[src/rtl/pipe_ctrl.sv]
// ---------------------------------------------------------------------------
// pipe_ctrl
// Hazard and stall controller for the five-stage core. Combines three stall
// sources into the per-stage stall vector and jump flush that every pipeline
// register obeys:
//   - MEM-stage bus wait (with timeout abort),
//   - multi-cycle divide (fixed latency timer),
//   - load-use hazard between the load in EXE and the consumer in ID.
// A saturating counter records how many cycles the front of the pipe (pc) is
// held.
//
// Parameters
//   DIV_LATENCY    cycles the pipeline is held per divide (2..63)
//   MEM_TIMEOUT    max MEM wait cycles before the access is aborted (2..255)
//
// Ports
//   clk_i              clock, rising edge
//   rst_i              asynchronous reset, active low
//   id_rs1_raddr_i     ID source register 1 address
//   id_rs2_raddr_i     ID source register 2 address
//   id_rs1_re_i        ID source register 1 read enable
//   id_rs2_re_i        ID source register 2 read enable
//   ex_inst_is_load_i  instruction in EXE is a load
//   ex_rd_i            EXE destination register
//   ex_jump_i          EXE resolves a taken jump/branch
//   ex_div_start_i     EXE holds a div/rem instruction
//   mem_req_i          MEM stage has a bus access pending (level)
//   mem_ack_i          bus completion valid this cycle
//   stall_o            stall vector, bit i holds stage i
//                      (0 pc, 1 if_id, 2 id_exe, 3 exe_mem, 4 mem_wb, 5 wb)
//   flush_jump_o       flush if_id and id_exe
//   div_done_o         one-cycle pulse: divide result valid
//   bus_err_o          one-cycle pulse: MEM wait timed out
//   stall_cycles_o     saturating count of cycles with stall_o[0] set
// ---------------------------------------------------------------------------
module pipe_ctrl #(
  parameter int DIV_LATENCY = 32,
  parameter int MEM_TIMEOUT = 64
) (
  input  logic        clk_i,
  input  logic        rst_i,
  input  logic [4:0]  id_rs1_raddr_i,
  input  logic [4:0]  id_rs2_raddr_i,
  input  logic        id_rs1_re_i,
  input  logic        id_rs2_re_i,
  input  logic        ex_inst_is_load_i,
  input  logic [4:0]  ex_rd_i,
  input  logic        ex_jump_i,
  input  logic        ex_div_start_i,
  input  logic        mem_req_i,
  input  logic        mem_ack_i,
  output logic [5:0]  stall_o,
  output logic        flush_jump_o,
  output logic        div_done_o,
  output logic        bus_err_o,
  output logic [31:0] stall_cycles_o
);

  // Divide start loads the remaining-stall count; the start cycle itself is
  // the first stall cycle, hence the minus one.
  localparam logic [5:0] DIV_LOAD  = 6'(DIV_LATENCY - 1);
  // Last wait cycle index before the MEM access is declared dead.
  localparam logic [7:0] MEM_LAST  = 8'(MEM_TIMEOUT - 1);

  // Stall patterns: each holds every stage upstream of the blocking one.
  localparam logic [5:0] STALL_MEM  = 6'b011111;
  localparam logic [5:0] STALL_DIV  = 6'b001111;
  localparam logic [5:0] STALL_LU   = 6'b000111;
  localparam logic [5:0] STALL_NONE = 6'b000000;

  localparam logic [31:0] CNT_MAX = 32'hFFFF_FFFF;

  typedef enum logic [0:0] {
    M_IDLE = 1'b0,
    M_WAIT = 1'b1
  } mem_state_t;

  typedef enum logic [0:0] {
    D_IDLE = 1'b0,
    D_BUSY = 1'b1
  } div_state_t;

  mem_state_t  mem_state_r;
  mem_state_t  mem_state_nxt_s;
  logic [7:0]  mcnt_r;
  logic [7:0]  mcnt_nxt_s;
  logic        mem_stall_s;
  logic        mem_timeout_s;

  div_state_t  div_state_r;
  div_state_t  div_state_nxt_s;
  logic [5:0]  dcnt_r;
  logic [5:0]  dcnt_nxt_s;
  logic        div_stall_s;
  logic        div_done_s;

  logic        rs1_hit_s;
  logic        rs2_hit_s;
  logic        load_use_s;

  logic [5:0]  stall_s;
  logic        flush_s;
  logic        done_s;
  logic        err_s;

  logic [31:0] stall_cycles_r;

  // MEM FSM state and wait counter registers
  always_ff @(posedge clk_i or negedge rst_i) begin
    if (!rst_i) begin
      mem_state_r <= M_IDLE;
      mcnt_r      <= 8'd0;
    end else begin
      mem_state_r <= mem_state_nxt_s;
      mcnt_r      <= mcnt_nxt_s;
    end
  end

  // MEM FSM next state: stall while the bus owes us an ack, abort on timeout
  always_comb begin
    mem_state_nxt_s = mem_state_r;
    mcnt_nxt_s      = mcnt_r;
    mem_stall_s     = 1'b0;
    mem_timeout_s   = 1'b0;
    case (mem_state_r)
      M_IDLE: begin
        // An ack in the request cycle completes with no stall at all.
        if (mem_req_i && !mem_ack_i) begin
          mem_stall_s     = 1'b1;
          mcnt_nxt_s      = 8'd0;
          mem_state_nxt_s = M_WAIT;
        end else begin
          mem_state_nxt_s = M_IDLE;
        end
      end
      M_WAIT: begin
        if (mem_ack_i) begin
          mem_state_nxt_s = M_IDLE;
        end else if (mcnt_r == MEM_LAST) begin
          // Release the pipe and report; the access is abandoned.
          mem_timeout_s   = 1'b1;
          mem_state_nxt_s = M_IDLE;
        end else begin
          mem_stall_s     = 1'b1;
          mcnt_nxt_s      = mcnt_r + 8'd1;
          mem_state_nxt_s = M_WAIT;
        end
      end
      default: begin
        mem_state_nxt_s = M_IDLE;
        mcnt_nxt_s      = 8'd0;
      end
    endcase
  end

  // DIV FSM state and latency counter registers
  always_ff @(posedge clk_i or negedge rst_i) begin
    if (!rst_i) begin
      div_state_r <= D_IDLE;
      dcnt_r      <= 6'd0;
    end else begin
      div_state_r <= div_state_nxt_s;
      dcnt_r      <= dcnt_nxt_s;
    end
  end

  // DIV FSM next state: fixed-latency timer, completion deferred by mem stall
  always_comb begin
    div_state_nxt_s = div_state_r;
    dcnt_nxt_s      = dcnt_r;
    div_stall_s     = 1'b0;
    div_done_s      = 1'b0;
    case (div_state_r)
      D_IDLE: begin
        if (ex_div_start_i) begin
          div_stall_s     = 1'b1;
          dcnt_nxt_s      = DIV_LOAD;
          div_state_nxt_s = D_BUSY;
        end else begin
          div_state_nxt_s = D_IDLE;
        end
      end
      D_BUSY: begin
        // The divider keeps computing while MEM holds the pipe, so the
        // count runs down regardless; only the hand-off waits.
        if (dcnt_r != 6'd0) begin
          div_stall_s     = 1'b1;
          dcnt_nxt_s      = dcnt_r - 6'd1;
          div_state_nxt_s = D_BUSY;
        end else if (mem_stall_s) begin
          // EXE cannot advance under a MEM stall; keep the result pending.
          div_stall_s     = 1'b1;
          div_state_nxt_s = D_BUSY;
        end else begin
          div_done_s      = 1'b1;
          div_state_nxt_s = D_IDLE;
        end
      end
      default: begin
        div_state_nxt_s = D_IDLE;
        dcnt_nxt_s      = 6'd0;
      end
    endcase
  end

  // Load-use hazard detection between the EXE load and the ID consumer
  always_comb begin
    rs1_hit_s  = 1'b0;
    rs2_hit_s  = 1'b0;
    load_use_s = 1'b0;
    if (ex_inst_is_load_i && (ex_rd_i != 5'd0)) begin
      rs1_hit_s  = id_rs1_re_i && (id_rs1_raddr_i == ex_rd_i);
      rs2_hit_s  = id_rs2_re_i && (id_rs2_raddr_i == ex_rd_i);
      load_use_s = rs1_hit_s || rs2_hit_s;
    end else begin
      load_use_s = 1'b0;
    end
  end

  // Priority arbitration of stall sources; reset forces every output quiet
  always_comb begin
    stall_s = STALL_NONE;
    flush_s = 1'b0;
    done_s  = 1'b0;
    err_s   = 1'b0;
    if (!rst_i) begin
      stall_s = STALL_NONE;
      flush_s = 1'b0;
      done_s  = 1'b0;
      err_s   = 1'b0;
    end else begin
      done_s = div_done_s;
      err_s  = mem_timeout_s;
      if (mem_stall_s) begin
        stall_s = STALL_MEM;
      end else if (div_stall_s) begin
        stall_s = STALL_DIV;
      end else if (ex_jump_i) begin
        // The ID instruction is on the wrong path, so its hazard is moot.
        stall_s = STALL_NONE;
        flush_s = 1'b1;
      end else if (load_use_s) begin
        stall_s = STALL_LU;
      end else begin
        stall_s = STALL_NONE;
      end
    end
  end

  // Saturating count of cycles in which the pc is held
  always_ff @(posedge clk_i or negedge rst_i) begin
    if (!rst_i) begin
      stall_cycles_r <= 32'd0;
    end else if (stall_s[0] && (stall_cycles_r != CNT_MAX)) begin
      stall_cycles_r <= stall_cycles_r + 32'd1;
    end
  end

  assign stall_o        = stall_s;
  assign flush_jump_o   = flush_s;
  assign div_done_o     = done_s;
  assign bus_err_o      = err_s;
  assign stall_cycles_o = stall_cycles_r;

endmodule

[config.mk]
export PLATFORM = sky130hd
export DESIGN_NAME = pipe_ctrl
export DESIGN_NICKNAME = d
export VERILOG_FILES = /design/src/rtl/pipe_ctrl.sv
export SDC_FILE = /design/constraint.sdc
export NUM_CORES = 1
export LEC_CHECK = 0
export CAP_MARGIN = 20
export CORE_AREA = 2 2 93 72
export CTS_CLUSTER_DIAMETER = 150
export DETAILED_ROUTE_END_ITERATION = 8
export DIE_AREA = 0 0 95 74
export PLACE_DENSITY = 0.75
export SYNTH_ARGS = -nofsm -noshare
export SYNTH_HDL_FRONTEND = slang
export SYNTH_SLANG_ARGS = --single-unit
[constraint.sdc]
create_clock -name clk_i -period 2.2 [get_ports clk_i]
set_input_delay 0.44 -clock clk_i [delete_from_list [all_inputs] [get_ports clk_i]]
set_output_delay 0.44 -clock clk_i [all_outputs]
set_load 0.01 [all_outputs]
Yosys cells after proc, flatten, opt, wreduce, memory -nomap -nowiden. Index checks and enable logic that the tools add are counted.

Bits in registers: 48. Input bits: 24. Output and inout bits: 41. Logic and storage cells: 63.

$add $sub $neg: 3. Equal/unequal tests: 9. Multiplexer cells: 33. Bitwise logic cells: 2. Reductions and logical operators: 11.

Operators with widths (count): adder 32 x 1 -> 32 bit, second input constant (1); inequality test 32 bit, second input constant (1); two-way mux 8 bit (3); two-way mux 1 bit (19); two-way mux 6 bit (3); case mux 8 bit (2 select lines) (1); case mux 6 bit (2 select lines) (1); == test 5 bit (2); adder 8 x 1 -> 8 bit, second input constant (1); == test 8 x 6 -> 1 bit, second input constant (1); inequality test 2 bit, second input constant (4); two-way mux 3 bit (2); nonzero test 6 bit (1); subtractor 6 x 1 -> 6 bit, second input constant (1); logical AND 1 bit (5); two-way mux 5 bit (1); nonzero test 5 bit (1); two-way mux 4 bit (1); case mux 1 bit (2 select lines) (2); AND reduction 3 bit (1); inequality test 2 x 1 -> 1 bit, second input constant (1); inverter 1 bit (2); AND reduction 2 bit (1); zero test 1 bit (1); logical OR 1 bit (1).

Depth between registers and ports, before layout.
Depth after elaboration: 11. Mapped depth: 9. Depth with buffers taken out: 8.

Worst setup path before layout. No wires, ideal clock.

Path kind: register to register. Start point: reg stall_cycles_r[0] (netlist: stall_cycles_o[0]). End point: reg stall_cycles_r[1] (netlist: stall_cycles_o[1]). Library setup time: 0.125 ns. Arrival: 2.321 ns. Required time: 2.075 ns. Setup slack: -0.246 ns. Cell stages (with the launch flop): 8. Buffers on the path: 1. Clock period less this slack: 2.446 ns. Path through: dfrtp_1 ha_1 nand4_1 or4_4 or4_4 buf_6 nand2b_4 mux2_4.

Cells in the longest elaborated chain, start to end: 2. Elaborated cells on any way between the ends: 3. Classes of those cells: 1 x add/sub; 1 x eq/ne; 1 x reduce/logical.

Ends and longest elaborated chain: start, declared (line 106) `logic [31:0] stall_cycles_r;`; start signal, assigned (line 255) `stall_cycles_r <= stall_cycles_r + 32'd1;`; branches (longest 2 deep; another with adder 32 x 1 -> 32 bit).

Parallel ways; which one is timed is not known. A chain may end at the register's enable or synchronous reset.

Worst setup path in the final report. Ends and elaborated chain as after synthesis.

==> impl_results.md <==
* Post-Syn Area per Cell at slightly below 10 um2
* Wirelength per Cell at about 15 um
* Remaining antenna violation count after routing at 0
* Cts bufs inserted at 5
* Seq/Total Area, Yosys at roughly 45%
* Grt ovf at 0
* Drt drc at 0
* Largest net degree at the start of global routing at 28
* Ys async rst share at 100%
* Die span in y at 74 um
* Number of distinct library cells after synthesis at between 40 and 50
* Worst setup path class: reg -> reg
* IO Pins at 65
* Row Count at 25
* First-pass GRT wire length at between 10,000 and 15,000 um
* Fin. Hold Viols at 0
* Initial antenna violation count at 0
* Post-synth top area share at ~45%
* Clock sink count at 48
* Root buffer cell: clkbuf_8
* Reg2reg setup slack at -0.13 ns
* Clk buf depth at 2
* DR iter-0 viols at 155
* Final Max Tran Viols at 0
* CTS tree: yes
* Syn_nets at around 300
* Final setup violation count at 15
* Data arrival, critical path at roughly 2.5 ns
* Critical Path RT at ~2.4 ns
* MaxCap Viol Count at 0
* Worst setup SP type: register
* Worst r2r dst: stall_cycles_o[1]$_DFFE_PN0P_
* Final cell count without fillers at about 470
* Placed instance count at about 460
* Layout cells sized above 1 at ~25%
* DP Worst Slack at -0.411 ns
* Via density at between 5 and 6
* Clock-pin slew on the worst setup and hold paths at 0.10 ns
* Area Overhead vs Synth at 47.9%
* HP Class: in -> async
* Pwr per Cell Area at 742 mW/mm2
* Final worst slack at -0.134 ns
* CP endpoint: stall_cycles_o[1]$_DFFE_PN0P_
* Status: finished with violations
* Post-synth EDFFs at 0
* Synthesized area at 0.00268 mm2
* Tot Pwr at slightly below 0.003 W
* Worst Path Max Fanout at 5
* Failing checks: setup timing
* Cell count after synthesis at between 200 and 300
* FF-to-FF Start: stall_cycles_o[0]$_DFFE_PN0P_
* Clock Skew at roughly 0.014 ns
* Crit. End Element: register
* Core Region at just over 0.006 mm2
* Drt first pass iters at 4
* Worst skew pair latency at a little over 0.3 ns
* Nets at 414
* Yosys warns at 0
* Synth area leader: dfrtp_1
* Area contributors post-synth: dfrtp_1 (45%), xor2_1 (8.2%), xnor2_1 (5.5%)
* R2R depth at 6
* Tcrit/Tclk final at 106%
* Vias in the first global route at approximately 2,400
* Min cycle time layout at approximately 2.3 ns
* Final wirelength at around 7000 um
* RePlAce Congestion at approximately 0.84
* H-tree depth at 2
* Initial core utilization at around 44%
* DP HPWL at between 5000 and 6000 um
* Die area at 0.00703 mm2
* CP startpoint: stall_cycles_o[0]$_DFFE_PN0P_
* FMAX at about 430 MHz
* Vias post-DR at 2,454
* ANT cells at 0
* Synth top cells by count: dfrtp_1 (48), nand2_1 (28), xor2_1 (25), nor2_1 (20), nand3_1 (18)
* Count leader, synth: dfrtp_1
* Yosys reg bits at between 40 and 50
* RSZ-0062 raised after global routing: true
* Die width at ~95 um
* Ys flop type: dfrtp_1
* Finished Core Util at between 60 and 70%
* Total GRT Usage at around 21%
* Leak Pwr at about 1.7 nW
* I/O Buffers at 63
* Worst IR Drop VDD at 511 uV
## area by class of cell
type	instances	area, um2
clock inverter	3	46.3
clock buffer	5	68.8
timing repair buffer	112	1010
tap	81	101
multi-input combinational	213	1520
fill	488	2190
sequential	48	1200
inverter	6	25.0
## sequential cells by signal, indices dropped and copies added, names as in the netlist
register        count
dcnt_r              6
div_state_r         1
mcnt_r              8
mem_state_r         1
stall_cycles_o     32
## logic make-up (layout without fill, tap and decap cells)
| logic type | Yosys count | in the layout | synth area share [%] |
|---|---|---|---|
| AO/OA/AOI/OAI | 23 | 23 | 5.78 |
| flip-flops | 48 | 48 | 44.8 |
| AND/OR/NAND/NOR | 139 | 139 | 29.0 |
| adder cells (fa/ha/maj) | 4 | 4 | 1.86 |
| other | 1 | 1 | 0.140 |
| multiplexers | 4 | 4 | 1.82 |
| buffers and inverters | 15 | 126 | 2.98 |
| XOR/XNOR | 42 | 42 | 13.7 |
## per-layer routing
layer / GRT usage [%] / routed length (um) / up-vias
met5: 0 / 0 / -
met4: 6.28 / 71 / 0
met3: 3.04 / 253 / 5
met2: 34.2 / 3240 / 53
met1: 28.6 / 3240 / 1185
li1: - / - / 1211
## cells in the final DEF, fill, tap and decap left out, drive strengths merged, types with 2 or more instances in the layout
| master | synthesis | layout |
|---|---|---|
| a21oi | 5 | 5 |
| nor4b | 3 | 3 |
| or3 | 3 | 3 |
| nand3b | 2 | 2 |
| ha | 4 | 4 |
| nor3 | 17 | 17 |
| dfrtp | 48 | 48 |
| nor3b | 3 | 3 |
| o41ai | 4 | 4 |
| nand2b | 4 | 4 |
| o21ai | 6 | 6 |
| xor2 | 25 | 25 |
| nand4 | 12 | 12 |
| nor4 | 6 | 6 |
| xnor2 | 17 | 17 |
| nor2 | 20 | 20 |
| nand3 | 18 | 18 |
| buf | 8 | 54 |
| inv | 6 | 7 |
| mux2 | 4 | 4 |
| and4 | 6 | 6 |
| or4 | 5 | 5 |
| and3 | 2 | 2 |
| clkbuf | 1 | 6 |
| and2 | 5 | 5 |
| clkdlybuf4s50 | 0 | 54 |
| nand2 | 28 | 28 |
## power by group
part / internal [W] / switching (W) / total [W]
clock: 0.000343 / 0.000325 / 0.000668
combinational: 0.000606 / 0.000477 / 0.00108
sequential: 0.00105 / 0.000146 / 0.00119
## worst min path at each step
stage                     start               endpoint  slack [ns]  cells after the start
after floorplan           rst_i  dcnt_r[0]$_DFFE_PN0P_        0.14                      0
after global placement    rst_i  dcnt_r[0]$_DFFE_PN0P_        0.27                      1
after detailed placement  rst_i  dcnt_r[0]$_DFFE_PN0P_        0.28                      1
after CTS                 rst_i  mem_state_r$_DFF_PN0_        0.12                      2
after global routing      rst_i  mem_state_r$_DFF_PN0_        0.16                      2
final                     rst_i  mem_state_r$_DFF_PN0_        0.15                      2
## stage by stage
stage                     hold slack, ns  instance area [um2]  setup TNS [ns]
after CTS                          0.121                 3860          -0.451
final                              0.150                 3970          -0.746
after global routing               0.157                 3970           -3.53
after global placement             0.270                 3730           -7.77
after floorplan                    0.144                 2690          -0.768
after detailed placement           0.275                 3730           -9.05
## worst max-delay path, stage by stage (launching register included)
cell and delay [ns]:
dfrtp_1 0.36, ha_2 0.18, nand4_1 0.09, or4_4 0.56
or4_4 0.62, nand2b_4 0.11, mux2_4 0.29
## timing repair
action                                 CTS  global route
hold buffers                             1             0
gates resized for setup                 29            24
buffers inserted                         0             1
endpoints found under the hold margin    1             0
pin swaps                                4             5
setup endpoints to repair               24            40
Power figures use the tool's default switching activity.
